[src/rtl/forest_pkg.sv]
// Shared constants and helpers for the decision-forest vote path.
// The tree-instance wrapper reuses the same class/tree geometry.
package forest_pkg;
  localparam int NUM_CLASSES = 5;
  localparam int NUM_TREES   = 4;
  localparam int CNT_W       = $clog2(NUM_TREES + 1);
  localparam int CLS_W       = $clog2(NUM_CLASSES);
  localparam int T_W         = (NUM_TREES > 1) ? $clog2(NUM_TREES) : 1;
  localparam int VOTES_W     = NUM_CLASSES * NUM_TREES;

  typedef enum logic [1:0] {
    ST_IDLE   = 2'd0,
    ST_COUNT  = 2'd1,
    ST_ARGMAX = 2'd2,
    ST_DONE   = 2'd3
  } fsm_state_e;

  // Flat position of the vote from tree t of class c.
  function automatic int vote_idx(input int c, input int t);
    return c * NUM_TREES + t;
  endfunction
endpackage

[src/rtl/forest_seq_argmax.sv]
// Sequential argmax over the per-class counters, one class per clock.
// Ties keep the lowest index and raise the tie flag.
module forest_seq_argmax
  import forest_pkg::*;
(
  input  logic                                  clk,
  input  logic                                  rst,
  input  logic                                  start,
  input  logic [NUM_CLASSES-1:0][CNT_W-1:0]     cnt,
  output logic [CLS_W-1:0]                      res_class,
  output logic [CNT_W-1:0]                      res_votes,
  output logic                                  res_tie,
  output logic                                  done
);
  logic             busy;
  logic [CLS_W-1:0] k;
  logic [CNT_W-1:0] best, n_best, cur;
  logic [CLS_W-1:0] best_idx, n_idx;
  logic             tie_q, n_tie;

  always_comb begin
    cur    = cnt[k];
    n_best = best;
    n_idx  = best_idx;
    n_tie  = tie_q;
    if (k == '0) begin
      n_best = cur;
      n_idx  = '0;
      n_tie  = 1'b0;
    end else if (cur > best) begin
      n_best = cur;
      n_idx  = k;
      n_tie  = 1'b0;
    end else if (cur == best) begin
      n_tie  = 1'b1;
    end
  end

  // Results are the post-update values so the caller can load them on the last step.
  assign done      = busy && (k == CLS_W'(NUM_CLASSES - 1));
  assign res_class = n_idx;
  assign res_votes = n_best;
  assign res_tie   = n_tie;

  always_ff @(posedge clk) begin
    if (rst) begin
      busy     <= 1'b0;
      k        <= '0;
      best     <= '0;
      best_idx <= '0;
      tie_q    <= 1'b0;
    end else if (start) begin
      busy <= 1'b1;
      k    <= '0;
    end else if (busy) begin
      best     <= n_best;
      best_idx <= n_idx;
      tie_q    <= n_tie;
      k        <= k + 1'b1;
      if (done) busy <= 1'b0;
    end
  end
endmodule

[src/rtl/forest_vote_accum.sv]
// Captures the forest vote vector, counts votes per class serially over
// trees, then hands the counters to the sequential argmax.
module forest_vote_accum
  import forest_pkg::*;
(
  input  logic               clk,
  input  logic               rst,
  input  logic               in_valid,
  output logic               in_ready,
  input  logic [VOTES_W-1:0] in_votes,
  output logic               out_valid,
  input  logic               out_ready,
  output logic [CLS_W-1:0]   out_class,
  output logic [CNT_W-1:0]   out_votes,
  output logic               out_tie,
  output logic               out_none
);
  fsm_state_e                          state;
  logic [VOTES_W-1:0]                  votes_q;
  logic [NUM_CLASSES-1:0][CNT_W-1:0]   cnt;
  logic [T_W-1:0]                      t;
  logic                                am_start, am_done, am_tie;
  logic [CLS_W-1:0]                    am_class;
  logic [CNT_W-1:0]                    am_votes;

  // The last COUNT edge arms the argmax so it starts on the settled counters.
  assign am_start = (state == ST_COUNT) && (t == T_W'(NUM_TREES - 1));

  forest_seq_argmax u_argmax (
    .clk       (clk),
    .rst       (rst),
    .start     (am_start),
    .cnt       (cnt),
    .res_class (am_class),
    .res_votes (am_votes),
    .res_tie   (am_tie),
    .done      (am_done)
  );

  always_ff @(posedge clk) begin
    if (rst) begin
      state     <= ST_IDLE;
      in_ready  <= 1'b1;
      out_valid <= 1'b0;
      out_class <= '0;
      out_votes <= '0;
      out_tie   <= 1'b0;
      out_none  <= 1'b0;
      votes_q   <= '0;
      cnt       <= '0;
      t         <= '0;
    end else begin
      case (state)
        ST_IDLE: if (in_valid) begin
          votes_q  <= in_votes;
          cnt      <= '0;
          t        <= '0;
          in_ready <= 1'b0;
          state    <= ST_COUNT;
        end
        ST_COUNT: begin
          for (int c = 0; c < NUM_CLASSES; c++)
            cnt[c] <= cnt[c] + CNT_W'(votes_q[vote_idx(c, int'(t))]);
          t <= t + 1'b1;
          if (am_start) state <= ST_ARGMAX;
        end
        ST_ARGMAX: if (am_done) begin
          out_class <= am_class;
          out_votes <= am_votes;
          out_tie   <= am_tie;
          out_none  <= (am_votes == '0);
          out_valid <= 1'b1;
          state     <= ST_DONE;
        end
        ST_DONE: if (out_ready) begin
          out_valid <= 1'b0;
          in_ready  <= 1'b1;
          state     <= ST_IDLE;
        end
        default: state <= ST_IDLE;
      endcase
    end
  end
endmodule

[config.mk]
export PLATFORM = sky130hd
export DESIGN_NAME = forest_vote_accum
export DESIGN_NICKNAME = d
export VERILOG_FILES = /design/src/rtl/forest_pkg.sv /design/src/rtl/forest_seq_argmax.sv /design/src/rtl/forest_vote_accum.sv
export SDC_FILE = /design/constraint.sdc
export NUM_CORES = 1
export LEC_CHECK = 0
export CORE_ASPECT_RATIO = 0.8
export CORE_MARGIN = 4
export CORE_UTILIZATION = 55
export CTS_BUF_LIST = sky130_fd_sc_hd__clkbuf_16
export DETAILED_ROUTE_END_ITERATION = 10
export PLACE_DENSITY = 0.82
export SYNTH_ARGS = -nofsm -noshare
export SYNTH_HDL_FRONTEND = slang
export SYNTH_SLANG_ARGS = --single-unit
[constraint.sdc]
create_clock -name clk -period 3.6 [get_ports clk]
set_input_delay 0.72 -clock clk [delete_from_list [all_inputs] [get_ports clk]]
set_output_delay 0.72 -clock clk [all_outputs]
set_load 0.05 [all_outputs]
# == Yosys cells after proc, flatten, opt, wreduce, memory -nomap -nowiden ==
# Cells that the tools add are included.
# classes
addsub,11
order_cmp,7
eq_ne,10
n_mux,41
bitwise,1
reduce_logical,16
# ops
cell,n
case mux 15 bit (2 select lines),1
binary-select mux 1 bit (select 5 bit),4
2-to-1 mux 1 bit,19
adder 3 x 1 -> 3 bit,5
2-to-1 mux 15 bit,1
2-to-1 mux 3 bit,5
"< comparator 5 x 6 -> 1 bit, second input constant",2
"adder 4 x 2 -> 5 bit, first input constant",2
2-to-1 mux 2 bit,5
binary-select mux 3 bit (select 3 bit),1
"inequality test 2 bit, second input constant",4
case mux 2 bit (4 select lines),1
AND reduction 2 bit,4
"adder 5 x 2 -> 6 bit, first input constant",1
"equality test 2 bit, second input constant",3
zero test 3 bit,2
"< comparator 2 x 6 -> 1 bit, second input constant",1
"< comparator 4 x 6 -> 1 bit, second input constant",1
"< comparator 6 bit, second input constant",1
AND reduction 3 bit,2
nonzero test 2 bit,3
"adder 3 x 2 -> 4 bit, first input constant",1
"< comparator 3 x 4 -> 1 bit, second input constant",1
case mux 1 bit (2 select lines),2
13 further kinds,14
# word_totals
ff_bits,60
in_bits,24
output_inout_bits,10
elab_cells,105

# == Longest topological paths before layout ==
# Gate-level depths: netlist of the first run.
# logic_depth
ltp_word,6
depth_mapped,10
mapped_depth_nobuf,9

# == By module ==
# From an unflattened synthesis of the first run, not the netlist that was laid out.
# unflattened
cells_unflattened,353
area_unflattened_um2,3135.5
# modules_own_cells
module,n_inst,cells_per_inst,area_per_inst_um2,seq_area_each_um2
forest_vote_accum,1,246,2259.7,980.9
forest_seq_argmax,1,107,875.8,220.2

# == Least setup slack after synthesis of the first run ==
# OpenSTA, ideal clock, no wires.
# synth_path
kind,reg-to-reg
start,reg u_argmax.k[0]
end,reg out_none
setup_time_ns,0.117
arrival_ns,2.452
required_ns,3.483
path_slack_ns,1.030
path_stages_with_launch,11
n_path_buf,1
synth_period_minus_slack_ns,2.570
path_cell_list,dfxtp_1 buf_6 mux4_1 inv_1 o21ai_0 ha_1 and3b_1 o211a_1 a32oi_1 a211oi_2 a32o_1
# synth_between
elab_chain_len,6
word_cells_on_any_way,10
cone_classes,order compare (1); eq/ne (1); mux (4); reduce/logical (4)
# synth_lines
element,line_no,source
start: declaration,forest_seq_argmax.sv:16,logic [CLS_W-1:0] k;
start signal: assignment,forest_seq_argmax.sv:59,k <= k + 1'b1;
binary-select mux 3 bit (select 3 bit),forest_seq_argmax.sv:22,cur = cnt[k];
2-to-1 mux 3 bit (not written as such),forest_seq_argmax.sv:22,
> comparator 3 bit,forest_seq_argmax.sv:30,end else if (cur > best) begin
2-to-1 mux 3 bit,forest_seq_argmax.sv:30,
2-to-1 mux 3 bit,forest_seq_argmax.sv:26,if (k == '0) begin
zero test 3 bit,forest_vote_accum.sv:71,out_none <= (am_votes == '0);
end signal: assignment,forest_vote_accum.sv:71,
end: declaration,forest_vote_accum.sv:16,output logic out_none
# Parallel ways exist; a longest one is shown, timed or not. The select of a mux whose other input is x is not followed.
# A chain may end at the register's enable or synchronous reset.

# == Final worst setup path of the first run ==
# layout_path
start,reg u_argmax.k[1]
end,reg out_none
# Same word-level chain as after synthesis.

==> run_results.csv, run 1 <==
group,metric,value,unit
logic_synthesis,synthFlopType,"dfxtp_1",
routing,met3WireLength,472,µm
run_status,status,"complete, no violations",
clock_tree,cts-buffers-inserted,9,
setup_path,cp.required,3.82,ns
floorplan,rows,23,
place,gp_congestion,0.937,
timing,rsz0062_at_grt,"false",
routing,dr.max_layer_used,"met4",
floorplan,core_area,5120,µm²
routing,ant_nets,0,
global_route,grt_overflow_total,0,
floorplan,io-pin-count,34,
floorplan,die_area,6670,µm²
logic_synthesis,synth-xor-area-share,0.587,%
pwr,p_int,1420,µW
logic_synthesis,synth_seq_area_share,40.3,%
layout,fill_cells,405,
layout,areaGrowthSynthToFinish,20.5,%
global_route,grt_pass1_wl,11700,µm
logic_synthesis,synthArstFlopShare,0,%
layout,multi_input_area,1630,µm²
logic_synthesis,synth-compound-area-share,17.7,%
routing,wl_met2,3470,µm
logic_synthesis,synth_warnings,0,
clock_tree,cts_resized,0,
global_route,grt_use_total,22.7,%
pwr,p_per_area,578,nW/µm²
clock_tree,clock_sinks,60,
layout,regArea,1200,µm²
timing,fin_crit_sh,84.8,%
setup_path,arrival,3.27,ns
logic_synthesis,synth-simple-area-share,18.5,%
place,placement.setup.worst_slack,0.660,ns
logic_synthesis,synthesis.area,2980,µm²
pwr,static-leakage-power,0.00136,µW
timing,fmax,327,MHz
logic_synthesis,ys_ff_latch,60,
logic_synthesis,yosys.area_share.adder,8.39,%
timing,fin_crit,3.05,ns
routing,drcViolationCount,0,
layout,final_layout_size_suffix_gt1_share,8.36,%
timing,fin_ws,0.547,ns
global_route,grt_pass1_vias,2459,
clock_tree,clock_path_buffers,2,
pwr,ir_drop,0.348,mV
setup_path,end_kind,"flop",
pwr,p_total,2080,µW
logic_synthesis,avgSynthCellArea,8.72,µm²
routing,drt_iter0_markers,289,
clock_tree,hold_buffers,0,
flow_run,cap_violations,0,
layout,final_cell_mix,"73 x nand2_1, 60 x dfxtp_1, 41 x a21oi_1, 32 x clkdlybuf4s50_1, 29 x nor2_1",
layout,final_nets,410,
routing,firstDrtPassIters,5,
place,portBuffers,33,
timing,final_hold_viol_count,0,
clock_tree,postCtsSetupBuffers,0,
timing,fin_tns_setup,0,ns
routing,wl_met1,3070,µm
setup_path,worst-setup-path-type,"reg -> reg",
global_route,antenna_found_initial,0,
pwr,pwr-share-clk,41.5,%
setup_path,start_kind,"flop",
clock_tree,root_buffer,"clkbuf_16",
pwr,p_sw,653,µW
routing,num_vias,2594,
global_route,grt_start_max_net_pins,34,
timing,report.final.slew_viol_count,0,
timing,slew_headroom,19.6,%
pwr,pwr-share-comb,21.0,%
setup_path,crit_fanout,8,
floorplan,dieWidth,90.3,µm
clock_tree,cts_tree,"built",
layout,final_common_cell,"nand2_1",
pwr,pwr-share-seq,37.5,%
routing,drt_wl_total,7180,µm
hold_path,min_path_type,"reg -> reg",
timing,skew,0.00373,ns
logic_synthesis,syn_nets,386,
timing,setup_viol,0,
routing,wire_per_inst,16.6,µm
clock_tree,cts-htree-levels,3,
pwr,switching_share,31.5,%
clock_tree,clkTransAtPathRegs,0.05,ns
layout,n_antenna_cell,0,
logic_synthesis,synth_top_family_by_area,"simple AND/OR/NAND/NOR gates",
floorplan,start_util,58.2,%
logic_synthesis,synth_edf_count,0,
logic_synthesis,synth_cell_types,40,
logic_synthesis,synthMuxAreaShare,9.53,%
timing,worst-slew-pin-transition,1.20,ns
floorplan,die_height,73.9,µm
clock_tree,clkLatencyLatePin,0.33,ns
logic_synthesis,syn_inst,342,
routing,viasPerCell,5.99,
place,dp_hpwl,4790,µm
==> routing by layer <==
metal,track usage (%),up-vias
li1,-,1242
met1,26.4,1223
met5,0,-
met2,39.2,106
met4,9.51,0
met3,7.37,23
==> worst max-delay path, cell delays in order (launching register included) <==
cell     delay, ns
dfxtp_1       0.54
mux4_2        0.56
inv_1         0.09
o21ai_0       0.09
ha_1          0.37
a21oi_1       0.40
nand3_1       0.15
a32oi_1       0.35
a22oi_1       0.16
a32o_1        0.23
==> power groups by stage <==
stage / clock network [µW] / registers (µW) / logic [µW]
2_1_floorplan: 0 / 784 / 325
3_3_place_gp: 0 / 790 / 412
3_5_place_dp: 0 / 792 / 425
4_1_cts: 868 / 779 / 436
5_1_grt: 898 / 790 / 480
6_report: 863 / 779 / 436
==> final cells by class <==
type,count,area share (%)
clock buffers,9,6.27
clock inverters,7,2.09
inverters,13,1.36
multi-input cells,248,45.4
flip-flops and latches,60,33.4
well taps,62,2.16
repair buffers,34,9.26
==> flip-flops by register name (all words and copies together), names as in the netlist <==
signal / cells
out_votes: 3
out_class: 3
votes_q: 20
out_none: 1
state: 2
u_argmax.best_idx: 3
out_tie: 1
in_ready: 1
u_argmax.best: 3
cnt: 15
t: 2
u_argmax.busy: 1
out_valid: 1
u_argmax.tie_q: 1
u_argmax.k: 3
==> cells by family (layout without fill, tap and decap cells) <==
group / Yosys count / after routing
flip-flops: 60 / 60
adder cells (fa/ha/maj): 20 / 20
buffers and inverters: 34 / 63
AND/OR/NAND/NOR: 128 / 128
AO/OA/AOI/OAI: 80 / 80
XOR/XNOR: 2 / 2
multiplexers: 18 / 18
==> worst paths after layout <==
kind	start	endpoint	slack, ns	depth (start not counted)
worst max-delay path	u_argmax.k[1]	out_none	0.55	9
worst min-delay path	votes_q[6]	votes_q[6]	0.45	2
worst max register to register	u_argmax.k[1]	out_none	0.55	9
worst min register to register	votes_q[6]	votes_q[6]	0.45	2
==> cell usage after synthesis, types with 2 or more instances <==
cell / n / area share, %
nand3_1: 11 / 1.8
mux2i_1: 10 / 3.4
buf_2: 3 / 0.50
dfxtp_1: 60 / 40
o211ai_1: 2 / 0.50
mux4_2: 7 / 5.3
nand2_1: 73 / 9.2
a21oi_1: 41 / 6.9
or3_1: 4 / 0.84
inv_1: 13 / 1.6
a32oi_1: 3 / 0.88
o221ai_1: 3 / 0.88
buf_1: 2 / 0.25
xnor2_1: 2 / 0.59
buf_6: 2 / 0.76
clkbuf_1: 13 / 1.6
o21ai_0: 3 / 0.50
nand2b_1: 2 / 0.42
ha_1: 20 / 8.4
and2_1: 3 / 0.63
nor2_1: 29 / 3.7
a22oi_1: 18 / 4.5
==> per-stage QoR <==
stage          area [µm²]  hold slack [ns]  util, %  std cells
2_1_floorplan        2980            0.433        -        342
3_5_place_dp         3290            0.445     64.3        417
6_report             3590            0.453     70.2        433
5_1_grt              3590            0.469     70.2        433
4_1_cts              3590            0.453     70.2        433
3_3_place_gp         3290            0.441     64.3        417
Note: power is estimated with default switching activity, not from simulation.
==> run 2: changes to the inputs <==
--- a/config.mk
+++ b/config.mk
@@ -7,10 +7,10 @@
 export LEC_CHECK = 0
 export CORE_ASPECT_RATIO = 0.8
 export CORE_MARGIN = 4
-export CORE_UTILIZATION = 55
+export CORE_UTILIZATION = 50
 export CTS_BUF_LIST = sky130_fd_sc_hd__clkbuf_16
 export DETAILED_ROUTE_END_ITERATION = 10
-export PLACE_DENSITY = 0.82
+export PLACE_DENSITY = 0.79
 export SYNTH_ARGS = -nofsm -noshare
 export SYNTH_HDL_FRONTEND = slang
 export SYNTH_SLANG_ARGS = --single-unit
==> constraint.sdc (replaced) <==
create_clock -name clk -period 2.8 [get_ports clk]
set_input_delay 0.56 -clock clk [delete_from_list [all_inputs] [get_ports clk]]
set_output_delay 0.56 -clock clk [all_outputs]
set_load 0.05 [all_outputs]
==> run_results.csv, run 2 (synthesis results as in run 1) <==
group,metric,value,unit
run_status,status,"complete, no violations",
global_route,grt_pass1_wl,11700,µm
hold_path,holdPathEnd,"votes_q[13]",
floorplan,start_util,53.1,%
hold_path,min_from,"votes_q[13]",
pwr,p_int,1920,µW
global_route,grt_pass1_vias,2472,
clock_tree,cts-buffers-inserted,9,
setup_path,reg2regPathDepth,9,
routing,viasPerCell,5.56,
layout,fill_cells,462,
layout,top_regs,"votes_q (20), cnt (15)",
setup_path,cp.required,3.02,ns
pwr,p_per_area,740,nW/µm²
global_route,grt_overflow_total,0,
global_route,antenna_found_initial,0,
timing,fmax,371,MHz
setup_path,worst-setup-path-type,"reg -> reg",
setup_path,critical_path_depth,9,
timing,final_hold_viol_count,0,
pwr,pwr-share-seq,36.8,%
layout,largest_reg_flops,20,
clock_tree,clkLatencyLatePin,0.33,ns
flow_run,cap_violations,0,
pwr,p_sw,810,µW
clock_tree,root_buffer,"clkbuf_16",
setup_path,crit_chain,"mux4_1 -> inv_1 -> o21ai_0 -> ha_1 -> and3b_2 -> o211a_1 -> a32oi_2 -> a211oi_2 -> a32o_1",
setup_path,critical_path_buf_inv_count,1,
layout,areaGrowthSynthToFinish,23.8,%
floorplan,die_height,77.1,µm
pwr,pwr-share-comb,20.7,%
floorplan,core_area,5620,µm²
setup_path,slowest_stage,"mux4_1",
clock_tree,clkTransAtPathRegs,0.05,ns
place,portBuffers,33,
place,dp_hpwl,4780,µm
hold_path,whs_path_depth,2,
place,dpl_cell_area,3340,µm²
global_route,grt_use_total,20.6,%
layout,final_nets,414,
pwr,ir_drop,0.417,mV
layout,final_layout_size_suffix_gt1_share,10.7,%
hold_path,min_path_type,"reg -> reg",
setup_path,worstReg2RegStart,"u_argmax.k[0]",
clock_tree,cts-htree-levels,3,
routing,num_vias,2518,
timing,fin_crit_sh,96.3,%
floorplan,rows,24,
timing,skew,0.00597,ns
timing,slew_headroom,55.3,%
setup_path,critical_path.max_stage_delay,0.56,ns
clock_tree,cts_tree,"built",
floorplan,dieWidth,94.3,µm
floorplan,die_area,7270,µm²
floorplan,io-pin-count,34,
layout,n_antenna_cell,0,
pwr,p_total,2730,µW
setup_path,reg2reg_to,"out_none",
timing,fin_crit,2.70,ns
setup_path,regToRegSetupSlack,0.10,ns
clock_tree,clock_sinks,60,
timing,worst-slew-pin-transition,0.669,ns
routing,drcViolationCount,0,
routing,wire_per_inst,15.2,µm
pwr,switching_share,29.7,%
routing,firstDrtPassIters,4,
setup_path,critPathLaunch,"u_argmax.k[0]",
setup_path,path_delay_family,"compound AO/OA/AOI/OAI gates",
timing,fin_tns_setup,0,ns
global_route,grt_start_max_net_pins,33,
routing,ant_nets,0,
pwr,pwr-share-clk,42.5,%
timing,report.final.slew_viol_count,0,
layout,final_common_cell,"nand2_1",
setup_path,start_kind,"flop",
layout,regMostFlops,"votes_q",
clock_tree,clock_path_buffers,2,
pwr,static-leakage-power,0.00139,µW
clock_tree,postCtsSetupBuffers,0,
routing,drt_iter0_markers,163,
routing,drt_wl_total,6870,µm
clock_tree,hold_buffers,0,
place,gp_congestion,0.901,
setup_path,arrival,2.91,ns
layout,final_area,3690,µm²
setup_path,crit_fanout,4,
layout,final_cell_mix,"73 x nand2_1, 59 x dfxtp_1, 40 x a21oi_1, 32 x clkdlybuf4s50_1, 29 x nor2_1",
timing,setup_viol,0,
setup_path,end_kind,"flop",
==> run 2: worst max path at each step <==
| stage | endpoint | slack, ns |
|---|---|---|
| floorplan | out_none | 0.23 |
| global placement | out_none | 0.16 |
| detailed placement | out_none | 0.06 |
| CTS | out_none | 0.002 |
| global route | out_none | -0.009 |
| finish | out_none | 0.10 |
==> run 2: per-stage QoR <==
step / std cells / util, % / setup slack [ns] / hold slack, ns
final: 453 / 65.7 / 0.104 / 0.456
after floorplan: 342 / - / 0.230 / 0.433
after global routing: 453 / 65.7 / -0.00855 / 0.478
after global placement: 437 / 59.5 / 0.162 / 0.439
after CTS: 453 / 65.4 / 0.00170 / 0.455
after detailed placement: 437 / 59.5 / 0.0591 / 0.448
==> run 2: area by class of cell <==
cell class,instances,area [µm²],share of cell area [%]
multi-input combinational,248,1660,45.0
tap,78,97.6,2.64
timing repair buffer,38,363,9.83
clock inverter,7,91.3,2.47
inverter,13,48.8,1.32
sequential,60,1200,32.6
clock buffer,9,225,6.10
==> run 2: repair_timing <==
| item | 4_1_cts | 5_1_grt |
|---|---|---|
| resized for setup | 2 | 5 |
| cloned | 0 | 0 |
| pin swaps | 0 | 2 |
| endpoints found under the setup margin | 1 | 9 |
==> run 2: layer usage <==
layer  vias up  share of wire (%)  track usage (%)
li1       1255                  -                -
met1      1186                 46             27.3
met2        70                 47             32.2
met3         7                5.7             4.79
met4         0                1.1             7.94
met5         -                  0                0
==> run 2: power groups by stage <==
stage | logic, µW | registers, µW | clock network (µW)
2_1_floorplan | 418 | 1010 | 0
3_3_place_gp | 548 | 1020 | 0
3_5_place_dp | 562 | 1020 | 0
4_1_cts | 567 | 1010 | 1180
5_1_grt | 646 | 1020 | 1220
6_report | 566 | 1010 | 1160
==> run 2: worst register-to-register path: cells and delay by family, from the launching register on <==
| kind | cells | cell delay, ns |
|---|---|---|
| buffers and inverters | 1 | 0.09 |
| adder cells (fa/ha/maj) | 1 | 0.35 |
| AND/OR/NAND/NOR | 1 | 0.25 |
| AO/OA/AOI/OAI | 5 | 0.96 |
| flip-flops | 1 | 0.37 |
| multiplexers | 1 | 0.57 |
==> variant (settings of run 1) <==
`NUM_TREES`: 4 -> 8.
--- a/src/rtl/forest_pkg.sv
+++ b/src/rtl/forest_pkg.sv
@@ -4,3 +4,3 @@
   localparam int NUM_CLASSES = 5;
-  localparam int NUM_TREES   = 4;
+  localparam int NUM_TREES   = 8;
   localparam int CNT_W       = $clog2(NUM_TREES + 1);
Interface: changed (resized in_votes and out_votes); port bits go from 34 to 55. No check against the original RTL was run, so the function may have changed too.
==> variant against run 1 <==
  * Wire length grew 27%
  * Cell area grew 37%
  * Count of clock-buffer cells in the layout is the same
  * Final cell count grew 38%
  * Clock skew grew 0.0041 ns
  * Critical endpoint is now u_argmax.best[3]
  * Sequential cell count grew 28
  * Sequential share of layout area grew 2.3 points
  * Global-route usage shrank 1.2 points
  * Non-clock buffer count grew 24
  * Combinational power grew 46%
  * Setup slack lost 0.17 ns
  * Power grew 33%
  * Area after synthesis grew 37%
  * Critical path depth grew 2
==> variant: results (changes against run 1) <==
* Share of layout cells above drive strength 1 at 8.45% (+0.092 points)
* Setup slack, reg-to-reg at 0.38 ns (-0.17 ns)
* Placed Area at 4630 µm² (+41%)
* Peak VDD IR at 0.397 mV (+14%)
* Clock skew at 0.00784 ns (+0.00411 ns)
* Syn nets at 532 (+38%)
* Worst Path Max Fanout at 15 (+7)
* Pin count of the biggest net entering global routing at 44 (+29%)
* Int Power at 1.89 mW (+33%)
* Switch share at 31.7% (+0.21 points)
* Critical-path top delay cell: dfxtp_1
* Met1 GRT Util at 26.4% (-0.078 points)
* Met3 global-route usage at 5.86% (-1.5 points)
* R2R depth at 11 (+2)
* Top Registers: votes_q (40), cnt (20)
* RePlAce Congestion at 0.854 (-8.8%)
* DR WL/cell at 15.3 µm (-7.4%)
* Status: complete, no violations
* Power Combinational at 0.638 mW (+46%)
* Dpl cells at 580 (+39%)
* Slew headroom at 51.6% (+32 points)
* Sequential fraction of the synthesis area at 43.0% (+2.7 points)
* Gr usage total at 21.5% (-1.2 points)
* Hold Startpoint: out_votes[0]
* P_clk at 0.968 mW (+12%)
* Most common library cells after synthesis: 99 x nand2_1, 88 x dfxtp_1, 51 x a21oi_1
* Worst path arrival time at 3.47 ns (+0.20 ns)
* Netlist cell types at 45 (+13%)
* Post-Place Worst Slack at 0.440 ns (-0.220 ns)
* Metal3 WL at 365 µm (-23%)
* Hold Path End: out_votes[0]
* Vias/cell at 5.62 (-6.2%)
* Synth Area in Adders at 6.72% (-1.7 points)
* Final net count at 570 (+39%)
* Routed met1 length at 4130 µm (+34%)
* Post-synthesis mux area share at 10.0% (+0.52 points)
* Post-DP HPWL at 6420 µm (+34%)
* Post-synthesis compound-gate area fraction at 15.1% (-2.6 points)
* Max incr delay on CP at 0.71 ns (+0.15 ns)
* Ranking of synthesized cells by area: dfxtp_1 43%, nand2_1 9.1%, ha_1 6.7%
* Number of DRC markers in iteration 0 at 128 (-56%)
* FF-to-FF End: u_argmax.best[3]
* M2 GR Usage at 37.1% (-2.1 points)
* Leak Pwr at 1.88 nW (+39%)
* Vias in the first global route at 3404 (+38%)
==> variant: changes by cell type after synthesis, sizes merged, moves of 5 or more <==
cell	change
a211oi	+5
a21oi	+10
buf	+5
clkbuf	+5
dfxtp	+28
mux2	+5
nand2	+27
nand3	-9
nand4	+5
nor2	+17
nor3	+6
xor2	+11
==> variant: worst max-delay path by stage <==
stage,slack [ns],startpoint,end,cells past startpoint
2_1_floorplan,1.15,u_argmax.k[1],out_none,12
3_3_place_gp,0.62,u_argmax.k[2],u_argmax.best[2],11
3_5_place_dp,0.44,u_argmax.k[2],u_argmax.best[3],11
4_1_cts,0.36,u_argmax.k[2],u_argmax.best[3],11
5_1_grt,0.12,u_argmax.k[2],u_argmax.best[3],11
6_report,0.38,u_argmax.k[2],u_argmax.best[3],11
==> variant: area by class of cell <==
class | count | area [µm²]
timing repair buffer | 58 | 566
inverter | 12 | 45.0
clock buffer | 9 | 225
tap | 87 | 109
fill | 559 | 2120
clock inverter | 7 | 83.8
multi-input combinational | 335 | 2150
sequential | 88 | 1760
